`config.mk`:
```
export PLATFORM = sky130hd
export DESIGN_NAME = if_mem_arbiter_flat
export DESIGN_NICKNAME = d
export VERILOG_FILES = /design/src/rtl/if_mem_arbiter_if.sv /design/src/rtl/if_mem_arbiter.sv /design/src/flat_wrapper.sv
export SDC_FILE = /design/constraint.sdc
export NUM_CORES = 1
export LEC_CHECK = 0
export CORE_MARGIN = 8
export CORE_UTILIZATION = 32
export DETAILED_ROUTE_END_ITERATION = 6
export PLACE_DENSITY = 0.88
export SYNTH_ARGS = -nofsm -noshare
export SYNTH_HDL_FRONTEND = slang
export SYNTH_SLANG_ARGS = --single-unit
```
`constraint.sdc`:
```
create_clock -name clk -period 3.9 [get_ports clk]
set_clock_uncertainty 0.05 [all_clocks]
set_input_delay 0.78 -clock clk [delete_from_list [all_inputs] [get_ports clk]]
set_output_delay 0.78 -clock clk [all_outputs]
set_load 0.02 [all_outputs]
```
`src/rtl/if_mem_arbiter_if.sv`:
```
// rtl/if_mem_arbiter_if.sv - icache / PTW / memory-port signal bundle for if_mem_arbiter
interface if_mem_arbiter_if #(
  parameter int XLEN = 32
);
  // icache refill client
  logic            ic_req_i;
  logic [XLEN-1:0] ic_addr_i;
  logic            ic_kill_i;
  logic            ic_ack_o;
  logic [XLEN-1:0] ic_rdata_o;

  // page-table-walk client
  logic            ptw_req_i;
  logic [XLEN-1:0] ptw_addr_i;
  logic            ptw_ack_o;
  logic [XLEN-1:0] ptw_rdata_o;

  // shared memory port
  logic            mem_req_o;
  logic [XLEN-1:0] mem_addr_o;
  logic            mem_ack_i;
  logic [XLEN-1:0] mem_rdata_i;

  // Arbiter's view of the bundle
  modport slave (
    input  ic_req_i, ic_addr_i, ic_kill_i,
    input  ptw_req_i, ptw_addr_i,
    input  mem_ack_i, mem_rdata_i,
    output ic_ack_o, ic_rdata_o,
    output ptw_ack_o, ptw_rdata_o,
    output mem_req_o, mem_addr_o
  );

  // Clients' and memory's view of the bundle
  modport master (
    output ic_req_i, ic_addr_i, ic_kill_i,
    output ptw_req_i, ptw_addr_i,
    output mem_ack_i, mem_rdata_i,
    input  ic_ack_o, ic_rdata_o,
    input  ptw_ack_o, ptw_rdata_o,
    input  mem_req_o, mem_addr_o
  );
endinterface

```
`src/rtl/if_mem_arbiter.sv`:
```
// rtl/if_mem_arbiter.sv - round-robin arbiter of icache refills and PTW reads onto one memory port
module if_mem_arbiter #(
  parameter int XLEN = 32
) (
  input  logic            clk,
  input  logic            rst_n,
  if_mem_arbiter_if.slave bus
);

  localparam logic [1:0] IDLE     = 2'd0;
  localparam logic [1:0] BUSY_IC  = 2'd1;
  localparam logic [1:0] BUSY_PTW = 2'd2;
  localparam logic [1:0] DRAIN    = 2'd3;

  logic [1:0]      state_q;
  logic [1:0]      state_d;
  logic            last_ptw_q;   // 1: PTW was granted last, so icache wins the next tie
  logic [XLEN-1:0] addr_q;
  logic            ic_eligible;
  logic            grant_ic;
  logic            grant_ptw;
  logic            ic_hit;
  logic            ptw_hit;

  // A request raised together with its own kill is not a candidate.
  assign ic_eligible = bus.ic_req_i & ~bus.ic_kill_i;

  // Grants only happen from IDLE; on a tie the client not served last wins.
  assign grant_ic  = (state_q == IDLE) & ic_eligible & (~bus.ptw_req_i | last_ptw_q);
  assign grant_ptw = (state_q == IDLE) & bus.ptw_req_i & (~ic_eligible | ~last_ptw_q);

  // Response steering: a killed icache transaction never produces an ack.
  assign ic_hit  = (state_q == BUSY_IC) & bus.mem_ack_i & ~bus.ic_kill_i;
  assign ptw_hit = (state_q == BUSY_PTW) & bus.mem_ack_i;

  // Next-state decode for the single-outstanding transaction FSM.
  always_comb begin
    state_d = state_q;
    case (state_q)
      IDLE: begin
        if (grant_ic) begin
          state_d = BUSY_IC;
        end else if (grant_ptw) begin
          state_d = BUSY_PTW;
        end
      end
      BUSY_IC: begin
        // The memory still owes a response after a kill, so it must be drained.
        if (bus.mem_ack_i) begin
          state_d = IDLE;
        end else if (bus.ic_kill_i) begin
          state_d = DRAIN;
        end
      end
      BUSY_PTW: begin
        if (bus.mem_ack_i) begin
          state_d = IDLE;
        end
      end
      DRAIN: begin
        if (bus.mem_ack_i) begin
          state_d = IDLE;
        end
      end
      default: state_d = IDLE;
    endcase
  end

  // FSM state register; reset abandons any outstanding transaction.
  always_ff @(posedge clk or negedge rst_n) begin
    if (!rst_n) begin
      state_q <= IDLE;
    end else begin
      state_q <= state_d;
    end
  end

  // Last-grant register for the round-robin tie-break.
  always_ff @(posedge clk or negedge rst_n) begin
    if (!rst_n) begin
      last_ptw_q <= 1'b1;
    end else if (grant_ic) begin
      last_ptw_q <= 1'b0;
    end else if (grant_ptw) begin
      last_ptw_q <= 1'b1;
    end
  end

  // Address captured at grant and held stable for the whole transaction.
  always_ff @(posedge clk or negedge rst_n) begin
    if (!rst_n) begin
      addr_q <= '0;
    end else if (grant_ic) begin
      addr_q <= bus.ic_addr_i;
    end else if (grant_ptw) begin
      addr_q <= bus.ptw_addr_i;
    end
  end

  assign bus.mem_req_o   = (state_q != IDLE);
  assign bus.mem_addr_o  = addr_q;
  assign bus.ic_ack_o    = ic_hit;
  assign bus.ic_rdata_o  = ic_hit ? bus.mem_rdata_i : '0;
  assign bus.ptw_ack_o   = ptw_hit;
  assign bus.ptw_rdata_o = ptw_hit ? bus.mem_rdata_i : '0;

endmodule

```
`src/flat_wrapper.sv`:
```
// flat-port wrapper written by rule: the top's interface ports become plain ports
module if_mem_arbiter_flat 
#(
  parameter int XLEN = 32
)
  (clk, rst_n, bus_ic_req_i, bus_ic_addr_i, bus_ic_kill_i, bus_ptw_req_i, bus_ptw_addr_i, bus_mem_ack_i, bus_mem_rdata_i, bus_ic_ack_o, bus_ic_rdata_o, bus_ptw_ack_o, bus_ptw_rdata_o, bus_mem_req_o, bus_mem_addr_o);
  if_mem_arbiter_if #(.XLEN(XLEN)) bus_i ();
  input  logic clk;
  input  logic rst_n;
  input wire logic [$bits(bus_i.ic_req_i)-1:0] bus_ic_req_i;
  input wire logic [$bits(bus_i.ic_addr_i)-1:0] bus_ic_addr_i;
  input wire logic [$bits(bus_i.ic_kill_i)-1:0] bus_ic_kill_i;
  input wire logic [$bits(bus_i.ptw_req_i)-1:0] bus_ptw_req_i;
  input wire logic [$bits(bus_i.ptw_addr_i)-1:0] bus_ptw_addr_i;
  input wire logic [$bits(bus_i.mem_ack_i)-1:0] bus_mem_ack_i;
  input wire logic [$bits(bus_i.mem_rdata_i)-1:0] bus_mem_rdata_i;
  output wire logic [$bits(bus_i.ic_ack_o)-1:0] bus_ic_ack_o;
  output wire logic [$bits(bus_i.ic_rdata_o)-1:0] bus_ic_rdata_o;
  output wire logic [$bits(bus_i.ptw_ack_o)-1:0] bus_ptw_ack_o;
  output wire logic [$bits(bus_i.ptw_rdata_o)-1:0] bus_ptw_rdata_o;
  output wire logic [$bits(bus_i.mem_req_o)-1:0] bus_mem_req_o;
  output wire logic [$bits(bus_i.mem_addr_o)-1:0] bus_mem_addr_o;
  assign bus_i.ic_req_i = bus_ic_req_i;
  assign bus_i.ic_addr_i = bus_ic_addr_i;
  assign bus_i.ic_kill_i = bus_ic_kill_i;
  assign bus_i.ptw_req_i = bus_ptw_req_i;
  assign bus_i.ptw_addr_i = bus_ptw_addr_i;
  assign bus_i.mem_ack_i = bus_mem_ack_i;
  assign bus_i.mem_rdata_i = bus_mem_rdata_i;
  assign bus_ic_ack_o = bus_i.ic_ack_o;
  assign bus_ic_rdata_o = bus_i.ic_rdata_o;
  assign bus_ptw_ack_o = bus_i.ptw_ack_o;
  assign bus_ptw_rdata_o = bus_i.ptw_rdata_o;
  assign bus_mem_req_o = bus_i.mem_req_o;
  assign bus_mem_addr_o = bus_i.mem_addr_o;
  if_mem_arbiter #(.XLEN(XLEN)) u_core (.clk(clk), .rst_n(rst_n), .bus(bus_i));
endmodule
```
==> impl_results.md, run 1 <==
* Outcome: finished, final reports clean
* Setup ws final at 0.441 ns
* Peak fanout along the critical path at 33
* Final WL at 9330 um
* Arr. time, crit path at 2.63 ns
* FF+latch area at 877 um2
* Worst slew margin at 23.0%
* CP delay by family, top: buffers and inverters
* Yosys reg bits at 35
* Share of layout cells above drive strength 1 at 3.73%
* Critical path startpoint category: input pin
* Synth area leaders: dfrtp_1, and2_1, nand2_1
* Area Overhead vs Synth at 104%
* First-pass GRT wire length at 13,700 um
* Antenna violations before repair at 0
* Hold WC Path Type: in -> async
* Clock slew at reported path FFs at 0.08 ns
* Sequential area share after synthesis at 42.7%
* Crit path cell chain: clkdlybuf4s50_1 > nor4b_2 > buf_4 > and2_1 > clkdlybuf4s50_1
* Clock sink count at 35
* Max frequency at 289 MHz
* Worst slew pin tran at 1.15 ns
* Final net count at 557
* Top Ports at 201
* Final worst-path cycle share at 88.7%
* Vias at 2,533
* Residual DRC at 0
* Core area at 6280 um2
* Final hold vios at 0
* Max incr delay on CP at 0.63 ns
* Largest net degree at the start of global routing at 37
* Initial DRC count at 83
* Number of cells on the critical path at 5
* Max-Cap Viols at 0
* Die Wd at 96.1 um
* Post-Place Worst Slack at 0.435 ns
* Pre-antenna DRT Iters at 4
* CTS Hold Bufs at 0
* # resized after CTS at 0
* Placed Area at 4100 um2
* Remaining Overflow, GRT at 0
* RSZ-0062 raised after global routing: false
* Synthesized area per cell at 7.78 um2
* Clk_lat worst skew at 0.28 ns
* DIE AREA at 9240 um2
* Slowest-stage cell, CP: clkdlybuf4s50_1
* Vias per cell at 4.75
* Setup_tns at 0 ns
* Initial Util at 32.7%
* R2R depth at 4
* H-tree depth at 2
* Post-DP HPWL at 7720 um
* Wirelength per Cell at 17.5 um
* Max Slew Vio Count at 0
* Final setup vio count at 0
* LEAKAGE at 1.68 nW
* Crit Path Class: in -> out
* WP buf/inv at 3
* Yosys cell types at 22
* Number of global-route vias before repair at 2,642
* Setup crit end kind: primary output
* Largest area contributor in the netlist: dfrtp_1
* Tot GR Track Use at 19.3%
* Cell Pwr Density at 525 nW/um2
* Post-CTS setup buffers at 0
* FP Rows at 29
* Die span in y at 96.1 um
* Post-route ant nets at 0
* Fin area at 4180 um2
* Crit path top cell by count: clkdlybuf4s50_1
* Root buf cell: clkbuf_8
* Port buffer count at 200
* CTS Buf Count at 5
* Clk buf depth at 2
* Ant. Diodes at 0
* CP required at 3.07 ns
* Post-Synthesis Net Count at 366
* Final Util at 66.7%
* Synthesis Warnings at 0
* Number of fill cells at 528
* Synth top area share at 41.4%
* GPL Wtd Cong at 0.752
* Mapped Area at 2050 um2
* Worst vdd ir at 412 uV
* Cell count after synthesis at 264
* Multi-input logic area at 1070 um2
* Clock tree from TritonCTS: done
* Post-route minimum period at 3.46 ns
## per-layer routing
metal | track usage (%) | vias to the layer above | wire [um]
met2 | 33.7 | 150 | 4540
li1 | - | 1233 | -
met4 | 8.07 | 0 | 337
met1 | 18.5 | 1129 | 3090
met3 | 10.6 | 21 | 1360
met5 | 0 | - | 0
## cells by family after synthesis
| logic type | synth area share (%) |
|---|---|
| buffers and inverters | 5.79 |
| AND/OR/NAND/NOR | 40.3 |
| flip-flops | 42.7 |
| AO/OA/AOI/OAI | 11.3 |
## sequential cells by signal (all words and copies together), names as in the netlist
signal,flops
u_core.bus.mem_addr_o,32
u_core.last_ptw_q,1
u_core.state_q,2
## layout make-up
cell class / instances / area share (%)
clock buffer: 6 / 1.73
clock inverter: 2 / 0.299
inverter: 2 / 0.179
multi-input combinational: 207 / 25.5
sequential: 35 / 21.0
tap: 77 / 2.30
timing repair buffer: 204 / 49.0
## per-stage QoR
stage	std cells	hold WS, ns	total power, mW
final	533	0.505	2.20
after global routing	533	0.525	2.34
after CTS	533	0.505	2.23
after detailed placement	525	0.495	1.96
after global placement	525	0.481	1.93
after floorplan	264	0.434	1.28
## worst paths after layout
check	slack, ns	startpoint	to
max in group asynchronous	2.79	rst_n	u_core.bus.mem_addr_o[31]
worst max register to register	1.75	u_core.state_q[0]	u_core.bus.mem_addr_o[31]
min in group clk	0.51	u_core.bus.mem_addr_o[12]	u_core.bus.mem_addr_o[12]
worst max-delay path	0.44	bus_ic_kill_i	bus_ic_rdata_o[0]
worst min-delay path	0.51	rst_n	u_core.bus.mem_addr_o[13]
worst min register to register	0.51	u_core.bus.mem_addr_o[12]	u_core.bus.mem_addr_o[12]
## Yosys cell counts
cell       n
buf_2      2
nor4b_1    1
o21a_1     1
buf_4      1
nor2_2     1
dfstp_2    1
nand3_1    1
a21oi_1    1
and3_1     1
or2_1      1
o21ai_0    2
nor2_1    33
a31oi_1   32
dfrtp_1   34
clkbuf_1  13
buf_6      4
a22o_1     1
nor2b_1    2
nand2_1   65
and2_1    64
or4b_4     1
inv_1      2
## cell usage in the layout, fill, tap and decap left out, types with 2 or more instances in the layout
cell type / netlist / layout
clkdlybuf4s50_1: 0 / 199
nand2_1: 65 / 65
and2_1: 64 / 64
dfrtp_1: 34 / 34
nor2_1: 33 / 33
a31oi_1: 32 / 32
clkbuf_8: 0 / 5
inv_1: 2 / 2
nor2b_1: 2 / 2
o21ai_0: 2 / 2
buf_12: 0 / 2
buf_4: 1 / 2
## worst register-to-register path, cell delays in order, from the launching register on
cell and delay, ns:
dfrtp_1 0.42, or4b_4 0.55, or2_1 0.65, nand2_1 0.23
a31oi_1 0.10
## report_power, final
part / internal [mW] / total (mW) / switching (mW) / leakage [nW]
Clock: 0.125 / 0.259 / 0.134 / 0.0412
Combinational: 0.628 / 1.30 / 0.669 / 1.25
Sequential: 0.541 / 0.643 / 0.102 / 0.389
No activity file was read; power rests on OpenSTA's default activity.
==> run 2, diff against run 1 <==
- clock period: 3.9 -> 4.32 ns (I/O delays scaled with it)
==> impl_results.md, run 2 (synthesized netlist as in run 1, its figures left out) <==
* Wirelength per Cell at 16.9 um
* CTS Hold Bufs at 0
* R2R depth at 4
* Final hold vios at 0
* Number of fill cells at 518
* Worst vdd ir at 327 uV
* Vias at 2,497
* Met2 WL post-DR at 4280 um
* Cell Count, Final, Fillers Out at 532
* Clock slew at reported path FFs at 0.07 ns
* Ant. Diodes at 0
* Final Util at 66.1%
* DRT met1 WL at 3260 um
* Setup ws final at 0.687 ns
* Tot GR Track Use at 18.6%
* Outcome: finished, final reports clean
* RR Endpoint: u_core.bus.mem_addr_o[3]
* Fin Hold WS at 0.502 ns
* Worst setup path startpoint: bus_ic_kill_i
* Post-DP HPWL at 7270 um
* Root buf cell: clkbuf_8
* Die span in y at 96.1 um
* Final worst-path cycle share at 84.1%
* Max Slew Vio Count at 0
* Hold WC Path Type: reg -> reg
* FP Rows at 29
* Arr. time, crit path at 2.72 ns
* Port buffer count at 200
* R2R setup slack at 2.09 ns
* Initial DRC count at 57
* Placed Area at 4070 um2
* Peak fanout along the critical path at 33
* Met3 WL at 1240 um
* Most frequent cells in the layout: clkdlybuf4s50_1, nand2_1, and2_1
* CTS Buf Count at 5
* Clock sink count at 35
* Post-CTS setup buffers at 0
* Post-route minimum period at 3.63 ns
* Number of global-route vias before repair at 2,549
* Clock tree from TritonCTS: done
* Worst slew margin at 21.1%
* Critical path startpoint category: input pin
* Residual DRC at 0
* Clk_lat worst skew at 0.28 ns
* Core area at 6280 um2
* Final setup vio count at 0
* Largest register FFs at 32
* Top Ports at 201
* Clk buf depth at 2
* Max-Cap Viols at 0
* Placed Instances at 524
* Vias per cell at 4.69
* Share of layout cells above drive strength 1 at 3.52%
* Worst slew pin tran at 1.18 ns
* Remaining Overflow, GRT at 0
* CP required at 3.41 ns
* R2r startpoint: u_core.state_q[0]
* GPL Wtd Cong at 0.754
* Total power at 1.95 mW
* Cell Pwr Density at 471 nW/um2
* First-pass GRT wire length at 13,300 um
* Fin area at 4150 um2
* Die Wd at 96.1 um
* Final net count at 556
* Final WL at 8990 um
* Setup crit end kind: primary output
* Pre-antenna DRT Iters at 4
* DIE AREA at 9240 um2
* Area Overhead vs Synth at 102%
* Antenna violations before repair at 0
* H-tree depth at 2
* Largest net degree at the start of global routing at 65
* Most common cell after layout, fill and taps aside: clkdlybuf4s50_1
* Highest Signal Layer: met4
* Initial Util at 32.7%
* Max frequency at 275 MHz
* Crit path to: bus_ic_rdata_o[14]
* LEAKAGE at 1.67 nW
* RSZ-0062 raised after global routing: false
* Post-Place Worst Slack at 0.680 ns
* # resized after CTS at 0
* Crit Path Class: in -> out
* Post-route ant nets at 0
* Setup_tns at 0 ns
## run 2: cell count changes in the layout (fill, tap and decap cells not counted)
cell / delta
buf_4: +1
buf_12: -2
## run 2: how the worst min path moves through the flow
stage / start / end / slack [ns] / depth (start not counted)
3_3_place_gp: u_core.bus.mem_addr_o[16] / u_core.bus.mem_addr_o[16] / 0.49 / 2
4_1_cts: u_core.bus.mem_addr_o[8] / u_core.bus.mem_addr_o[8] / 0.50 / 2
6_report: u_core.bus.mem_addr_o[8] / u_core.bus.mem_addr_o[8] / 0.50 / 2
3_5_place_dp: u_core.bus.mem_addr_o[22] / u_core.bus.mem_addr_o[22] / 0.49 / 2
2_1_floorplan: u_core.last_ptw_q / u_core.last_ptw_q / 0.50 / 1
5_1_grt: u_core.bus.mem_addr_o[13] / u_core.bus.mem_addr_o[13] / 0.54 / 2
## run 2: worst max-delay path, cell delays in order
cell             delay, ns
clkdlybuf4s50_1       0.47
nor4b_2               0.29
buf_4                 0.30
and2_1                0.17
clkdlybuf4s50_1       0.62
## run 2: area by class of cell
class                           count  area, um2  share of cell area (%)
Timing Repair Buffer              203       2020                    48.6
Multi-Input combinational cell    207       1070                    25.7
Sequential cell                    35        877                    21.1
Tap cell                           77       96.3                    2.32
Clock buffer                        6       72.6                    1.75
Clock inverter                      2       12.5                   0.301
Inverter                            2       7.51                   0.181
## run 2: report_power, final
group	switching [mW]	leakage (nW)	internal, mW	total [mW]
sequential	0.0895	0.389	0.489	0.578
combinational	0.592	1.24	0.552	1.14
clock	0.120	0.0412	0.113	0.233
total	0.801	1.67	1.15	1.95
## run 2: routing by layer
metal / track usage [%] / vias up
li1: - / 1231
met1: 19.9 / 1111
met2: 31.0 / 140
met3: 9.28 / 15
met4: 6.27 / 0
met5: 0 / -
==> run 3, diff against run 2 <==
- CORE_UTILIZATION: 32 -> 27
- PLACE_DENSITY: 0.88 -> 0.79
- clock period: 4.32 -> 3 ns (I/O delays scaled with it)
==> impl_results.md, run 3 (synthesized netlist as in run 1, its figures left out) <==
* Initial DRC count at 47
* Largest net degree at the start of global routing at 37
* Clock slew at reported path FFs at 0.07 ns
* Initial Util at 27.1%
* Max Slew Vio Count at 0
* Clock sink count at 35
* Final hold vios at 0
* Clk_lat worst skew at 0.27 ns
* Area Overhead vs Synth at 104%
* Multi-input logic area at 1070 um2
* CTS Hold Bufs at 0
* Die span in y at 103 um
* First-pass GRT wire length at 13,800 um
* Worst setup path startpoint: bus_mem_ack_i
* DIE AREA at 10,700 um2
* RSZ-0062 raised after global routing: false
* Residual DRC at 0
* Root buf cell: clkbuf_8
* Clk buf depth at 2
* Port buffer count at 200
* R2r startpoint: u_core.state_q[0]
* Vias per cell at 4.49
* R2R depth at 5
* GPL Wtd Cong at 0.790
* Post-CTS setup buffers at 0
* Clk network pwr share at 11.4%
* Hold WC Path Type: in -> async
* H-tree depth at 2
* Clock tree from TritonCTS: done
* Fin Hold WS at 0.355 ns
* CP required at 2.35 ns
* Crit path cell chain: clkdlybuf4s50_1 > and3_1 > buf_12 > and2_1 > clkdlybuf4s50_1
* Switching power at 1.15 mW
* Worst slew margin at 47.6%
* Antenna violations before repair at 0
* Sequential share of power at 29.4%
* Post-route ant nets at 0
* Crit path top cell by count: clkdlybuf4s50_1
* FP Rows at 32
* LEAKAGE at 1.88 nW
* Final WL at 9450 um
* Top Ports at 201
* Max frequency at 341 MHz
* Number of global-route vias before repair at 2,660
* CTS Buf Count at 5
* Cell Count, Final, Fillers Out at 563
* Combinational share of power at 59.2%
* Remaining Overflow, GRT at 0
* Ant. Diodes at 0
* Share of layout cells above drive strength 1 at 4.77%
* FF+latch area at 877 um2
* Peak fanout along the critical path at 33
* Vias at 2,530
* Cell Pwr Density at 673 nW/um2
* Worst vdd ir at 234 uV
* Most frequent cells in the layout: clkdlybuf4s50_1, nand2_1, and2_1
* Post-route minimum period at 2.93 ns
* Slowest-stage cell, CP: clkdlybuf4s50_1
* Die Wd at 103 um
* Post-DP HPWL at 7940 um
* Max-Cap Viols at 0
* Setup_tns at 0 ns
* Placed Instances at 555
* Outcome: finished, final reports clean
* Internal at 1.68 mW
* Pre-antenna DRT Iters at 4
* Worst slew pin tran at 0.787 ns
* Largest register FFs at 32
* Final net count at 562
* Sw Ratio at 40.7%
* Arr. time, crit path at 2.28 ns
* Final setup vio count at 0
* Critical path startpoint category: input pin
* Number of fill cells at 677
* Crit Path Class: in -> out
* Core area at 7570 um2
* Most common cell after layout, fill and taps aside: clkdlybuf4s50_1
* Tot GR Track Use at 16.9%
* Final Util at 55.5%
* Wirelength per Cell at 16.8 um
* Max incr delay on CP at 0.65 ns
* Setup crit end kind: primary output
* Final worst-path cycle share at 97.8%
[run 3: cell count changes in the layout (fill, tap and decap cells not counted)]
cell and delta:
clkinvlp_4 -1, dlygate4sd2_1 +32, buf_6 +1, dlymetal6s2s_1 +1
clkbuf_1 +1, buf_4 +5, buf_12 +1, clkdlybuf4s50_1 -34
[run 3: worst paths after layout]
check / end / slack, ns
worst max register to register: u_core.bus.mem_addr_o[3] / 1.23
worst min register to register: u_core.bus.mem_addr_o[13] / 0.50
worst min-delay path: u_core.bus.mem_addr_o[19] / 0.36
max in group asynchronous: u_core.state_q[0] / 2.05
worst max-delay path: bus_ptw_rdata_o[21] / 0.07
min in group clk: u_core.bus.mem_addr_o[13] / 0.50
[run 3: critical path, delay by kind of cell]
family,cells,cell delay [ns]
AND/OR/NAND/NOR,2,0.35
buffers and inverters,3,1.32
[run 3: final cells by class]
cell class	instances	area share, %
Clock inverter	1	0.119
Sequential cell	35	20.9
Clock buffer	7	1.82
Timing Repair Buffer	209	48.6
Tap cell	102	3.04
Multi-Input combinational cell	207	25.4
Inverter	2	0.179
[run 3: repair_timing]
action                                 CTS  global route
endpoints found under the hold margin    0             0
pin swaps                                0             0
setup endpoints to repair               32             1
resized for setup                       33             1
[run 3: through the flow]
step	instance area, um2	worst slack [ns]	total power, mW
5_1_grt	4200	0.000326	3.02
6_report	4200	0.0662	2.83
3_5_place_dp	4150	-0.0793	2.55
3_3_place_gp	4150	-0.0763	2.51
4_1_cts	4200	0.0413	2.87
2_1_floorplan	2050	0.535	1.66
[run 3: power groups by stage]
stage / Sequential, mW / Clock [mW] / Combinational (mW)
after floorplan: 1.09 / 0 / 0.567
after global placement: 0.827 / 0 / 1.69
after detailed placement: 0.841 / 0 / 1.71
after CTS: 0.833 / 0.340 / 1.70
after global routing: 0.867 / 0.356 / 1.80
final: 0.831 / 0.323 / 1.67
[run 3: per-layer routing]
layer	global-route usage [%]	part of all wire, %	up-vias
li1	-	-	1243
met1	16.0	33	1129
met5	0	0	-
met3	9.64	15	7
met4	3.89	0.85	0
met2	30.9	50	151
==> patch 1, RTL diff (flow settings as in run 2) <==
`XLEN` is set to 32 in 3 places; all go to 64.
--- a/src/rtl/if_mem_arbiter_if.sv
+++ b/src/rtl/if_mem_arbiter_if.sv
@@ -1,6 +1,6 @@
 // rtl/if_mem_arbiter_if.sv - icache / PTW / memory-port signal bundle for if_mem_arbiter
 interface if_mem_arbiter_if #(
-  parameter int XLEN = 32
+  parameter int XLEN = 64
 );
   // icache refill client
   logic            ic_req_i;
--- a/src/rtl/if_mem_arbiter.sv
+++ b/src/rtl/if_mem_arbiter.sv
@@ -1,6 +1,6 @@
 // rtl/if_mem_arbiter.sv - round-robin arbiter of icache refills and PTW reads onto one memory port
 module if_mem_arbiter #(
-  parameter int XLEN = 32
+  parameter int XLEN = 64
 ) (
   input  logic            clk,
   input  logic            rst_n,
--- a/src/flat_wrapper.sv
+++ b/src/flat_wrapper.sv
@@ -1,7 +1,7 @@
 // flat-port wrapper written by rule: the top's interface ports become plain ports
 module if_mem_arbiter_flat 
 #(
-  parameter int XLEN = 32
+  parameter int XLEN = 64
 )
   (clk, rst_n, bus_ic_req_i, bus_ic_addr_i, bus_ic_kill_i, bus_ptw_req_i, bus_ptw_addr_i, bus_mem_ack_i, bus_mem_rdata_i, bus_ic_ack_o, bus_ic_rdata_o, bus_ptw_ack_o, bus_ptw_rdata_o, bus_mem_req_o, bus_mem_addr_o);
   if_mem_arbiter_if #(.XLEN(XLEN)) bus_i ();
Interface: changed (6 resized); port bits go from 201 to 393. No check against the original RTL was run, so the function may have changed too.
==> patch 1 against run 2 <==
Power up 110%; first-iteration DRC count rose to 4.5 times the old value; global-route usage is 6.7 points higher; critical endpoint is now bus_ic_rdata_o[9]; synthesized cell count increased by 93%; routed wire length is 130% higher; critical path depth unchanged; synthesized area is 91% higher; setup slack lost 0.13 ns; die area up 74%; design area increased by 98%; clock power increased to 3.1 times the old value; sequential cell count grew 32.
==> patch 1: results (changes against run 2) <==
* Worst Max-Slew Pin Slew at 1.02 ns (was 1.18 ns)
* CP Data Arrival Time at 2.85 ns (was 2.72 ns)
* Met2 Wirelength at 10.5 mm (was 4.28 mm)
* Cells after Synth at 509 (was 264)
* Metal-1 WL at 7.14 mm (was 3.26 mm)
* Pin count of the biggest net entering global routing at 73 (was 65)
* Vias in the first global route at 5103 (was 2549)
* Status: finished clean (unchanged)
* PortBufs at 392 (was 200)
* Vias per cell at 4.69 (about the same)
* Routed vias at 4838 (was 2497)
* Layout net count at 1076 (was 556)
* Max Used Layer: met5 (was met4)
* Clock Pin Slew Worst Setup and Hold Paths at 0.05 ns (was 0.07 ns)
* Setup WS pre-CTS at 0.584 ns (was 0.680 ns)
* Worst-path maximum fanout at 65 (was 33)
* Static Leak at 3.31 nW (was 1.67 nW)
* Maximum vdd drop at 0.209 mV (was 0.327 mV)
* Distinct cells, synth at 21 (was 22)
* Placement Cell Area at 7910 µm² (was 4070 µm²)
* Fillers at 933 (was 518)
* Initial antenna violation count at 2 (was 0)
* Num CTS Buffers at 9 (was 5)
* Root buffer cell: clkbuf_16 (was clkbuf_8)
* Max reg flops at 64 (was 32)
* First-pass GRT wire length at 30.8 mm (was 13.3 mm)
* Layout cells sized above 1 at 0.0351 (was 0.0352)
* Met3 Wirelength at 2.54 mm (was 1.24 mm)
* Drt wl/cell at 20.3 µm (was 16.9 µm)
* GP Congestion at 0.902 (was 0.754)
* Seq/Total Area, Yosys at 0.428 (was 0.427)
* Htree depth at 3 (was 2)
* Net Count, Synth at 707 (was 366)
* Synth top area cells: dfrtp_1 (42%), and2_1 (20%), nand2_1 (12%) (was dfrtp_1 (41%), and2_1 (19%), nand2_1 (12%))
* Detailed Route Iter0 Violations at 256 (was 57)
* Detailed Place HPWL at 16.8 mm (was 7.27 mm)
* Synth top cells by count: nand2_1 (129), and2_1 (128), dfrtp_1 (66) (was nand2_1 (65), and2_1 (64), dfrtp_1 (34))
* Cell count after placement at 1014 (was 524)
* CP max stage delay at 0.65 ns (was 0.62 ns)
==> patch 1: kinds of logic after synthesis <==
kind of cell           synth area share
AOI/OAI and AO/OA                 0.110
buffers and inverters            0.0546
DFF                               0.428
and+or+nand+nor                   0.407
==> patch 1: worst paths after layout <==
check,endpoint,slack (ns),cells after the start
max,bus_ic_rdata_o[9],0.56,5
min,u_core.bus.mem_addr_o[55]$_DFFE_PN0P_,0.49,1
max reg2reg,u_core.bus.mem_addr_o[2]$_DFFE_PN0P_,1.89,5
min reg2reg,u_core.bus.mem_addr_o[43]$_DFFE_PN0P_,0.50,2
max in group asynchronous,u_core.bus.mem_addr_o[17]$_DFFE_PN0P_,2.75,2
min in group clk,u_core.bus.mem_addr_o[43]$_DFFE_PN0P_,0.50,2
==> patch 1: metal layers <==
metal  global-route usage  up-vias
li1                     -     2384
met1                0.252     2166
met2                0.447      240
met3                0.107       46
met4                0.117        2
met5                    0        -
==> patch 1: layout make-up <==
type,instances,area share
Multi-Input combinational cell,399,0.248
Sequential cell,67,0.204
Inverter,2,0.000914
Tap cell,147,0.0224
Clock buffer,11,0.0296
Clock inverter,5,0.00640
Antenna cell,1,0.000305
Timing Repair Buffer,399,0.488
==> patch 1: power by group <==
group	internal (mW)	total, mW	switching (mW)
sequential	0.936	1.10	0.167
clock	0.459	0.719	0.260
combinational	1.09	2.30	1.21
==> patch 2, RTL diff (settings of run 2) <==
Without the edit above. Reset style: synchronous (`rst_n`), changed in 3 clocked blocks.
--- a/src/rtl/if_mem_arbiter.sv
+++ b/src/rtl/if_mem_arbiter.sv
@@ -67,7 +67,7 @@
   end
 
   // FSM state register; reset abandons any outstanding transaction.
-  always_ff @(posedge clk or negedge rst_n) begin
+  always_ff @(posedge clk) begin
     if (!rst_n) begin
       state_q <= IDLE;
     end else begin
@@ -76,7 +76,7 @@
   end
 
   // Last-grant register for the round-robin tie-break.
-  always_ff @(posedge clk or negedge rst_n) begin
+  always_ff @(posedge clk) begin
     if (!rst_n) begin
       last_ptw_q <= 1'b1;
     end else if (grant_ic) begin
@@ -87,7 +87,7 @@
   end
 
   // Address captured at grant and held stable for the whole transaction.
-  always_ff @(posedge clk or negedge rst_n) begin
+  always_ff @(posedge clk) begin
     if (!rst_n) begin
       addr_q <= '0;
     end else if (grant_ic) begin
Check against the original RTL: differs if rst_n is asserted again (counterexample within 4 cycles, from zero or initial values and one cycle with rst_n low); with rst_n held inactive, the same outputs for 10 cycles.
==> patch 2 against run 2 <==
Routed wire length grew 2.5%; setup slack lost 0.12 ns; synthesized area shrank 5.3%; register-to-register slack gained 0.16 ns; sequential cell count is the same; design area shrank 2.0%.
Power is not compared: it rests on default switching activity, and its combinational part moved more than twofold at a synthesized area within 25%.
==> patch 2: results (changes against run 2) <==
* Status: finished clean (unchanged)
* Setup WS pre-CTS at 0.559 ns (was 0.680 ns)
* Reg2Reg Capture Point: u_core.bus.mem_addr_o[14]$_SDFFE_PN0P_ (was u_core.bus.mem_addr_o[3]$_DFFE_PN0P_)
* Worst hold slack at 0.472 ns (was 0.502 ns)
* Synth top cells by count: nand2_1 (66), and2_1 (65), dfxtp_1 (35) (was nand2_1 (65), and2_1 (64), dfrtp_1 (34))
* CP max stage delay at 0.65 ns (was 0.62 ns)
* Cell count after placement at 523 (was 524)
* Reg2reg setup slack at 2.25 ns (was 2.09 ns)
* GP Congestion at 0.852 (was 0.754)
* Launch point of the worst reg-to-reg path: u_core.state_q[1]$_SDFFE_PN0P_ (was u_core.state_q[0]$_DFFE_PN0P_)
* Cells after Synth at 268 (was 264)
* Synth warn at 0 (unchanged)
* Critical Path Start: bus_ic_kill_i (unchanged)
* End of the critical path: bus_ic_rdata_o[10] (was bus_ic_rdata_o[14])
* Pin count of the biggest net entering global routing at 53 (was 65)
* First-pass GRT wire length at 13.8 mm (was 13.3 mm)
* DR pass1 iterations at 4 (unchanged)
* CP Data Arrival Time at 2.84 ns (was 2.72 ns)
* Distinct cells, synth at 21 (was 22)
* Non-Filler Instances at 531 (was 532)
* Crit-path slowest cell: and4bb_2 (was clkdlybuf4s50_1)
* Detailed Place HPWL at 7.40 mm (was 7.27 mm)
* Layout cells sized above 1 at 0.0307 (was 0.0352)
* Detailed Route Iter0 Violations at 88 (was 57)
* Placement Cell Area at 3960 µm² (was 4070 µm²)
* Layout net count at 557 (was 556)
* Complex-gate fraction of the synthesized area at 0.213 (was 0.113)
* Antenna Cells at 0 (unchanged)
* Min Tclk post-route at 3.75 ns (was 3.63 ns)
* Total GRT Usage at 0.198 (was 0.186)
* Worst Max-Slew Pin Slew at 1.17 ns (was 1.18 ns)
* Static Leak at about 1.6 nW
* Num CTS Buffers at 5 (unchanged)
* Seq/Total Area, Yosys at 0.360 (was 0.427)
* Min-delay src: u_core.last_ptw_q$_SDFFE_PN1P_ (was u_core.bus.mem_addr_o[8]$_DFFE_PN0P_)
* Drt wl/cell at 17.4 µm (was 16.9 µm)
* Ys flop type: dfxtp_1 (was dfrtp_1)
* Synth top area cells: dfxtp_1 (36%), and2_1 (21%), nand2_1 (13%) (was dfrtp_1 (41%), and2_1 (19%), nand2_1 (12%))
* WHS Endpoint: u_core.last_ptw_q$_SDFFE_PN1P_ (was u_core.bus.mem_addr_o[8]$_DFFE_PN0P_)
## patch 2: layout make-up
| type | count | area [µm²] |
|---|---|---|
| Timing Repair Buffer | 203 | 2020 |
| Fill cell | 500 | 1820 |
| Multi-Input combinational cell | 208 | 1130 |
| Sequential cell | 35 | 701 |
| Tap cell | 75 | 93.8 |
| Clock buffer | 5 | 68.8 |
| Clock inverter | 3 | 43.8 |
| Inverter | 2 | 7.51 |
## patch 2: layer usage
metal / up-vias / wire length (µm) / GRT usage
li1: 1277 / - / -
met1: 1156 / 3290 / 0.187
met2: 122 / 4560 / 0.358
met3: 16 / 1130 / 0.0983
met4: 0 / 240 / 0.0793
met5: - / 0 / 0
## patch 2: cell families after synthesis
kind of cell	Yosys count
AO/OA/AOI/OAI	70
buffers and inverters	25
flip-flops	35
AND/OR/NAND/NOR	138
## patch 2: power breakdown
part | switching (mW) | total, mW | internal, mW
sequential | 0.0230 | 0.389 | 0.366
combinational | 0.209 | 0.437 | 0.228
clock | 0.124 | 0.296 | 0.172
